## src/rtl/guess_pkg.sv

```systemverilog
// Shared definitions for the guessing-game round controller.
//
// Contents:
//   - state encoding localparams and the state_t enum built on them
//   - LFSR seed and Fibonacci tap mask (x^8 + x^6 + x^5 + x^4 + 1)
//   - lfsr_next: one shift of the 8-bit LFSR
//   - cnt_width: counter width for a cycle-count parameter, never below 1 bit
package guess_pkg;

    localparam logic [2:0] ST_IDLE       = 3'd0;
    localparam logic [2:0] ST_SHOW       = 3'd1;
    localparam logic [2:0] ST_WAIT_GUESS = 3'd2;
    localparam logic [2:0] ST_WIN        = 3'd3;
    localparam logic [2:0] ST_LOSE       = 3'd4;

    typedef enum logic [2:0] {
        IDLE       = ST_IDLE,
        SHOW       = ST_SHOW,
        WAIT_GUESS = ST_WAIT_GUESS,
        WIN        = ST_WIN,
        LOSE       = ST_LOSE
    } state_t;

    localparam logic [7:0] LFSR_SEED = 8'hA5;

    // Bits 7,5,4,3 correspond to the polynomial terms x^8, x^6, x^5, x^4.
    localparam logic [7:0] LFSR_TAPS = 8'hB8;

    // Shift left and feed the XOR of the tapped bits into bit 0. A nonzero
    // seed with this maximal-length polynomial never reaches the all-zero state.
    function automatic logic [7:0] lfsr_next(input logic [7:0] cur);
        return {cur[6:0], ^(cur & LFSR_TAPS)};
    endfunction

    // Width needed to count 0..n-1; a parameter of 1 still gets a 1-bit counter.
    function automatic int unsigned cnt_width(input int unsigned n);
        return (n > 1) ? $clog2(n) : 1;
    endfunction

endpackage

```

## src/rtl/btn_debounce_edge.sv

```systemverilog
// Button conditioner: 2-FF synchronizer, stability debounce and rising-edge pulse.
//
// Ports:
//   clk    in  1  system clock
//   rst_n  in  1  asynchronous active-low reset
//   btn    in  1  raw, asynchronous button level
//   pulse  out 1  one-cycle pulse when a new high level is accepted
//
// A changed level must be seen on DEBOUNCE_CYCLES consecutive synchronized
// samples before it is accepted. The pulse is registered together with the
// accepted level, so a clean press shows up 2 + DEBOUNCE_CYCLES cycles later.
module btn_debounce_edge
    import guess_pkg::*;
#(
    parameter int unsigned DEBOUNCE_CYCLES = 1_000_000
) (
    input  logic clk,
    input  logic rst_n,
    input  logic btn,
    output logic pulse
);

    localparam int unsigned       CNT_W    = cnt_width(DEBOUNCE_CYCLES);
    localparam logic [CNT_W-1:0]  CNT_LAST = CNT_W'(DEBOUNCE_CYCLES - 1);

    logic             sync1;
    logic             sync2;
    logic             level;
    logic [CNT_W-1:0] cnt;

    // Synchronize the raw button into the clock domain.
    always_ff @(posedge clk or negedge rst_n) begin
        if (!rst_n) begin
            sync1 <= 1'b0;
            sync2 <= 1'b0;
        end else begin
            sync1 <= btn;
            sync2 <= sync1;
        end
    end

    // Count consecutive samples that disagree with the accepted level; any
    // agreeing sample restarts the count, so bouncing never gets through.
    always_ff @(posedge clk or negedge rst_n) begin
        if (!rst_n) begin
            level <= 1'b0;
            cnt   <= '0;
            pulse <= 1'b0;
        end else begin
            pulse <= 1'b0;
            if (sync2 == level) begin
                cnt <= '0;
            end else if (cnt == CNT_LAST) begin
                level <= sync2;
                cnt   <= '0;
                pulse <= sync2;
            end else begin
                cnt <= cnt + 1'b1;
            end
        end
    end

endmodule

```

## src/rtl/guess_round_controller.sv

```systemverilog
// Round controller for the one-hot LED guessing game.
//
// Picks a pseudo-random 4-bit secret, reveals it with a blink for a fixed
// window, then judges up to MAX_TRIES guesses and reports hints and result.
//
// Ports:
//   clk         in   1  system clock
//   rst_n       in   1  asynchronous active-low reset
//   btn_start   in   1  raw start button
//   btn_submit  in   1  raw submit button
//   guess       in   4  player guess from switches
//   system_val  out  4  current secret, to the display stage
//   show_en     out  1  display should show system_val
//   blink       out  1  blink phase during reveal, 1 otherwise
//   too_high    out  1  last wrong guess was above the secret
//   too_low     out  1  last wrong guess was below the secret
//   win         out  1  round won
//   lose        out  1  round lost
//   tries_left  out  2  remaining guesses this round
module guess_round_controller
    import guess_pkg::*;
#(
    parameter int unsigned SHOW_CYCLES     = 100_000_000,
    parameter int unsigned BLINK_HALF      = 25_000_000,
    parameter int unsigned DEBOUNCE_CYCLES = 1_000_000,
    parameter int unsigned MAX_TRIES       = 3
) (
    input  logic       clk,
    input  logic       rst_n,
    input  logic       btn_start,
    input  logic       btn_submit,
    input  logic [3:0] guess,
    output logic [3:0] system_val,
    output logic       show_en,
    output logic       blink,
    output logic       too_high,
    output logic       too_low,
    output logic       win,
    output logic       lose,
    output logic [1:0] tries_left
);

    localparam int unsigned        SHOW_W     = cnt_width(SHOW_CYCLES);
    localparam int unsigned        BLINK_W    = cnt_width(BLINK_HALF);
    localparam logic [SHOW_W-1:0]  SHOW_LAST  = SHOW_W'(SHOW_CYCLES - 1);
    localparam logic [BLINK_W-1:0] BLINK_LAST = BLINK_W'(BLINK_HALF - 1);
    localparam logic [1:0]         TRIES_INIT = 2'(MAX_TRIES);

    logic start_p;
    logic submit_p;

    state_t             state,      state_n;
    logic [7:0]         lfsr;
    logic [3:0]         system_val_n;
    logic               show_en_n;
    logic               blink_n;
    logic               too_high_n;
    logic               too_low_n;
    logic               win_n;
    logic               lose_n;
    logic [1:0]         tries_left_n;
    logic [SHOW_W-1:0]  show_cnt,   show_cnt_n;
    logic [BLINK_W-1:0] blink_cnt,  blink_cnt_n;

    btn_debounce_edge #(.DEBOUNCE_CYCLES(DEBOUNCE_CYCLES)) u_start_db (
        .clk   (clk),
        .rst_n (rst_n),
        .btn   (btn_start),
        .pulse (start_p)
    );

    btn_debounce_edge #(.DEBOUNCE_CYCLES(DEBOUNCE_CYCLES)) u_submit_db (
        .clk   (clk),
        .rst_n (rst_n),
        .btn   (btn_submit),
        .pulse (submit_p)
    );

    // State and output registers. The LFSR free-runs every cycle so the
    // secret depends on when the player presses start.
    always_ff @(posedge clk or negedge rst_n) begin
        if (!rst_n) begin
            state      <= IDLE;
            lfsr       <= LFSR_SEED;
            system_val <= 4'd0;
            show_en    <= 1'b0;
            blink      <= 1'b1;
            too_high   <= 1'b0;
            too_low    <= 1'b0;
            win        <= 1'b0;
            lose       <= 1'b0;
            tries_left <= 2'd0;
            show_cnt   <= '0;
            blink_cnt  <= '0;
        end else begin
            state      <= state_n;
            lfsr       <= lfsr_next(lfsr);
            system_val <= system_val_n;
            show_en    <= show_en_n;
            blink      <= blink_n;
            too_high   <= too_high_n;
            too_low    <= too_low_n;
            win        <= win_n;
            lose       <= lose_n;
            tries_left <= tries_left_n;
            show_cnt   <= show_cnt_n;
            blink_cnt  <= blink_cnt_n;
        end
    end

    // Next-state and next-output logic. Everything holds unless a state
    // explicitly changes it; start wins over submit outside WAIT_GUESS because
    // submit is simply never looked at there.
    always_comb begin
        state_n      = state;
        system_val_n = system_val;
        show_en_n    = show_en;
        blink_n      = blink;
        too_high_n   = too_high;
        too_low_n    = too_low;
        win_n        = win;
        lose_n       = lose;
        tries_left_n = tries_left;
        show_cnt_n   = show_cnt;
        blink_cnt_n  = blink_cnt;

        case (state)
            IDLE, WIN, LOSE: begin
                if (start_p) begin
                    state_n      = SHOW;
                    system_val_n = lfsr[3:0];
                    tries_left_n = TRIES_INIT;
                    too_high_n   = 1'b0;
                    too_low_n    = 1'b0;
                    win_n        = 1'b0;
                    lose_n       = 1'b0;
                    show_cnt_n   = '0;
                    blink_cnt_n  = '0;
                    show_en_n    = 1'b1;
                    blink_n      = 1'b1;
                end
            end

            SHOW: begin
                show_cnt_n = show_cnt + 1'b1;
                if (blink_cnt == BLINK_LAST) begin
                    blink_n     = ~blink;
                    blink_cnt_n = '0;
                end else begin
                    blink_cnt_n = blink_cnt + 1'b1;
                end
                if (show_cnt == SHOW_LAST) begin
                    state_n     = WAIT_GUESS;
                    show_en_n   = 1'b0;
                    blink_n     = 1'b1;
                    show_cnt_n  = '0;
                    blink_cnt_n = '0;
                end
            end

            WAIT_GUESS: begin
                if (submit_p) begin
                    if (guess == system_val) begin
                        state_n    = WIN;
                        win_n      = 1'b1;
                        too_high_n = 1'b0;
                        too_low_n  = 1'b0;
                        show_en_n  = 1'b1;
                        blink_n    = 1'b1;
                    end else begin
                        too_high_n = (guess > system_val);
                        too_low_n  = (guess < system_val);
                        if (tries_left != 2'd0) begin
                            tries_left_n = tries_left - 2'd1;
                        end
                        // The zero case cannot occur in a normal round; treating
                        // it as a loss keeps the FSM from getting stuck.
                        if (tries_left <= 2'd1) begin
                            state_n   = LOSE;
                            lose_n    = 1'b1;
                            show_en_n = 1'b1;
                            blink_n   = 1'b1;
                        end
                    end
                end
            end

            default: begin
                state_n = IDLE;
            end
        endcase
    end

endmodule

```

## config.mk

```make
export PLATFORM = sky130hd
export DESIGN_NAME = guess_round_controller
export DESIGN_NICKNAME = d
export VERILOG_FILES = /design/src/rtl/guess_pkg.sv /design/src/rtl/btn_debounce_edge.sv /design/src/rtl/guess_round_controller.sv
export SDC_FILE = /design/constraint.sdc
export NUM_CORES = 1
export LEC_CHECK = 0
export ABC_AREA = 1
export BUFFER_PORTS_ARGS = -buffer_cell sky130_fd_sc_hd__buf_4
export CORE_ASPECT_RATIO = 0.8
export CORE_UTILIZATION = 55
export DETAILED_ROUTE_END_ITERATION = 8
export MAX_ROUTING_LAYER = met4
export PLACE_DENSITY = 0.72
export SLEW_MARGIN = 10
export SYNTH_ARGS = -nofsm -noshare
export SYNTH_HDL_FRONTEND = slang
export SYNTH_HIERARCHICAL = 1
export SYNTH_SLANG_ARGS = --single-unit
```

## constraint.sdc

```tcl
create_clock -name clk -period 2.1 [get_ports clk]
set_input_delay 0.42 -clock clk [delete_from_list [all_inputs] [get_ports clk]]
set_output_delay 0.42 -clock clk [all_outputs]
set_load 0.02 [all_outputs]
```

==> results.yml <==
critical_path:
  endpoint_kind: "register"
  startpoint_type: "register"
  rr_endpoint: "blink_cnt[2]$_DFFE_PN0P_"
  worst-setup-path-type: "reg -> reg"
  crit_fanout: 11
  critPathRequiredTime_ns: 2.40
  regToRegSetupSlack_ns: 0.28
  worstRegToRegCells: 10
  critPathArrivalTime_ns: 2.12
  r2r-start: "show_cnt[0]$_DFFE_PN0P_"
cts:
  clk_pin_slew_ns: 0.06
  htree_levels: 4
  cts_tree: "yes"
  root_buffer: "clkbuf_16"
  cts.sinks: 123
  cts_buffer_depth: 2
  cts_inserted_buffers: 17
  post_cts_resized: 0
  insertion_delay_ns: 0.42
routing:
  drt-wirelength-per-cell_um: 13.7
  vias: 6057
  drt-total-wl_mm: 16.1
  ant_nets: 0
  firstDrtPassIters: 5
  routed_via_density: 5.18
  drtIter0Drc: 549
  drc: 0
die:
  die_area_mm2: 0.0137
  pin_count: 20
  fp-row-count: 37
  die_h_um: 105
  start_util: 0.566
  core_mm2: 0.0129
  dieWidth_um: 131
yosys:
  yosys_warnings: 6
  synth_edf_count: 0
  yosys-top-cells-area: "dfrtp_1, nand2_1, nor2_1"
  avgSynthCellArea_um2: 7.73
  syn_nets: 960
  yosysUniqueCellTypes: 44
  synth_area_mm2: 0.00728
  synth_ff_type: "dfrtp_1"
  ys_ff_latch: 123
  ys_seq_area_frac: 0.424
  synth_top_area_cell: "dfrtp_1"
  synth_top_area_share: 0.405
  async_flop_share: 1.00
  yosysMostFrequentCell: "nand2_1"
  synthTopCellsByCount: "nand2_1, nor2_1, dfrtp_1, inv_1, nand3_1"
  synthCells: 942
worst_hold_path:
  worstHoldStart: "btn_submit"
  holdPathEnd: "u_submit_db/sync1$_DFF_PN0_"
  hp-class: "in -> reg"
  holdPathStages: 1
run_status:
  status: "completed"
cells_and_area:
  layout.cells.non_filler: 1170
  layout.nets: 1000
  antenna_cells: 0
  final_core_util: 0.646
  syn_to_final_growth_pct: 14.1
  drive_gt1_frac: 0.156
job:
  drv_cap: 0
sta:
  drv_slew: 0
  setup_violations: 0
  fin_crit_sh: 0.867
  min_period_ns: 1.82
  holdWs_ns: 0.107
  tightest_slew_ns: 0.540
  fmax_mhz: 549
  final.setup.tns_ns: 0
  grt_setup_unrepaired: "no"
  hold_viol_final: 0
  timing.slew.headroom: 0.637
  skew_ns: 0.00702
global_routing:
  grt_pass1_wl_mm: 27.4
  overflow: 0
  grt_antenna_before_repair: 0
  grt_usage: 0.266
  grt_max_degree: 48
  grt_pass1_vias: 5694
placement:
  dp.cells: 1137
  gp_congestion: 0.938
  dp_hpwl_mm: 11.5
  numPortBuffers: 19
power_and_ir_drop:
  power_density_mw_per_mm2: 940
  ir_drop_uv: 1020
  p_leak_nw: 3.98
==> stage by stage <==
| step | setup slack [ns] | total power [mW] | instance area (µm²) |
|---|---|---|---|
| finish | 0.279 | 7.81 | 8310 |
| global route | 0.131 | 8.20 | 8310 |
| detailed placement | 0.287 | 4.66 | 7660 |
| CTS | 0.273 | 7.87 | 8310 |
| floorplan | 0.477 | 4.18 | 7280 |
| global placement | 0.306 | 4.64 | 7660 |
==> cell usage in the layout, fill, tap and decap left out, drive strengths merged, types with 2 or more instances in the layout <==
cell type / instances
bufinv: 4
a21oi: 12
dfstp: 5
o21ai: 40
buf: 27
o22ai: 12
clkbuf: 17
nand3b: 8
clkinv: 4
nand3: 68
or2: 2
dfrtp: 118
inv: 119
nand4: 17
xor2: 35
nor3: 15
o21bai: 5
xnor2: 10
nand2: 275
clkinvlp: 2
ha: 10
nor2: 184
==> worst max path at each step <==
stage	end	start	slack (ns)
6_report	blink_cnt[2]$_DFFE_PN0P_	show_cnt[0]$_DFFE_PN0P_	0.28
5_1_grt	show_cnt[19]$_DFFE_PN0P_	state[0]$_DFFE_PN0P_	0.13
4_1_cts	blink_cnt[2]$_DFFE_PN0P_	show_cnt[0]$_DFFE_PN0P_	0.27
3_5_place_dp	blink$_DFFE_PN1P_	guess[3]	0.29
3_3_place_gp	show_en$_DFFE_PN0P_	guess[3]	0.31
2_1_floorplan	show_en$_DFFE_PN0P_	system_val[3]$_DFFE_PN0P_	0.48
==> cell families after synthesis <==
kind of cell / count (synthesis) / synth area share
AO/OA/AOI/OAI: 74 / 0.0608
XOR/XNOR: 45 / 0.0562
adder cells (fa/ha/maj): 10 / 0.0172
buffers and inverters: 121 / 0.0684
flip-flops: 123 / 0.424
AND/OR/NAND/NOR: 569 / 0.374
==> power by group <==
group	switching, mW	total, mW	internal, mW
combinational	1.32	1.93	0.600
sequential	0.172	2.73	2.56
clock	1.14	3.15	2.01
==> critical path, stage by stage, from the launching register on <==
cell and delay (ns):
dfrtp_1 0.41, ha_1 0.20, nand2_1 0.09, nor2_1 0.11, nand2_1 0.12, nor2_1 0.14
nand2_2 0.12, nand3_4 0.17, nand2_1 0.10, inv_1 0.17, nor2_1 0.06
==> sequential cells by signal, indices dropped and copies added, names as in the netlist, 2 cells and up <==
| name | count |
|---|---|
| system_val | 4 |
| blink_cnt | 25 |
| tries_left | 2 |
| u_submit_db/cnt | 20 |
| show_cnt | 27 |
| u_start_db/cnt | 20 |
| lfsr | 8 |
| state | 3 |
==> metal layers <==
layer,track usage,vias up,wire length (µm)
li1,-,3063,-
met1,0.394,2802,8200
met2,0.360,181,6760
met3,0.0630,11,945
met4,0.0780,0,161
met5,-,-,0
==> what timing repair did <==
action / CTS / global route
hold endpoints to repair: 27 / 0
setup buffers: 0 / 0
hold buffers: 1 / 0
==> area by class of cell <==
type                       count  area [µm²]
clock buffer                  17         425
tap                          175         219
clock inverter                15         213
fill                        1107        4560
multi-input combinational    698        3700
inverter                     114         430
timing repair buffer          28         238
sequential                   123        3080
No activity file was read; power rests on OpenSTA's default activity.
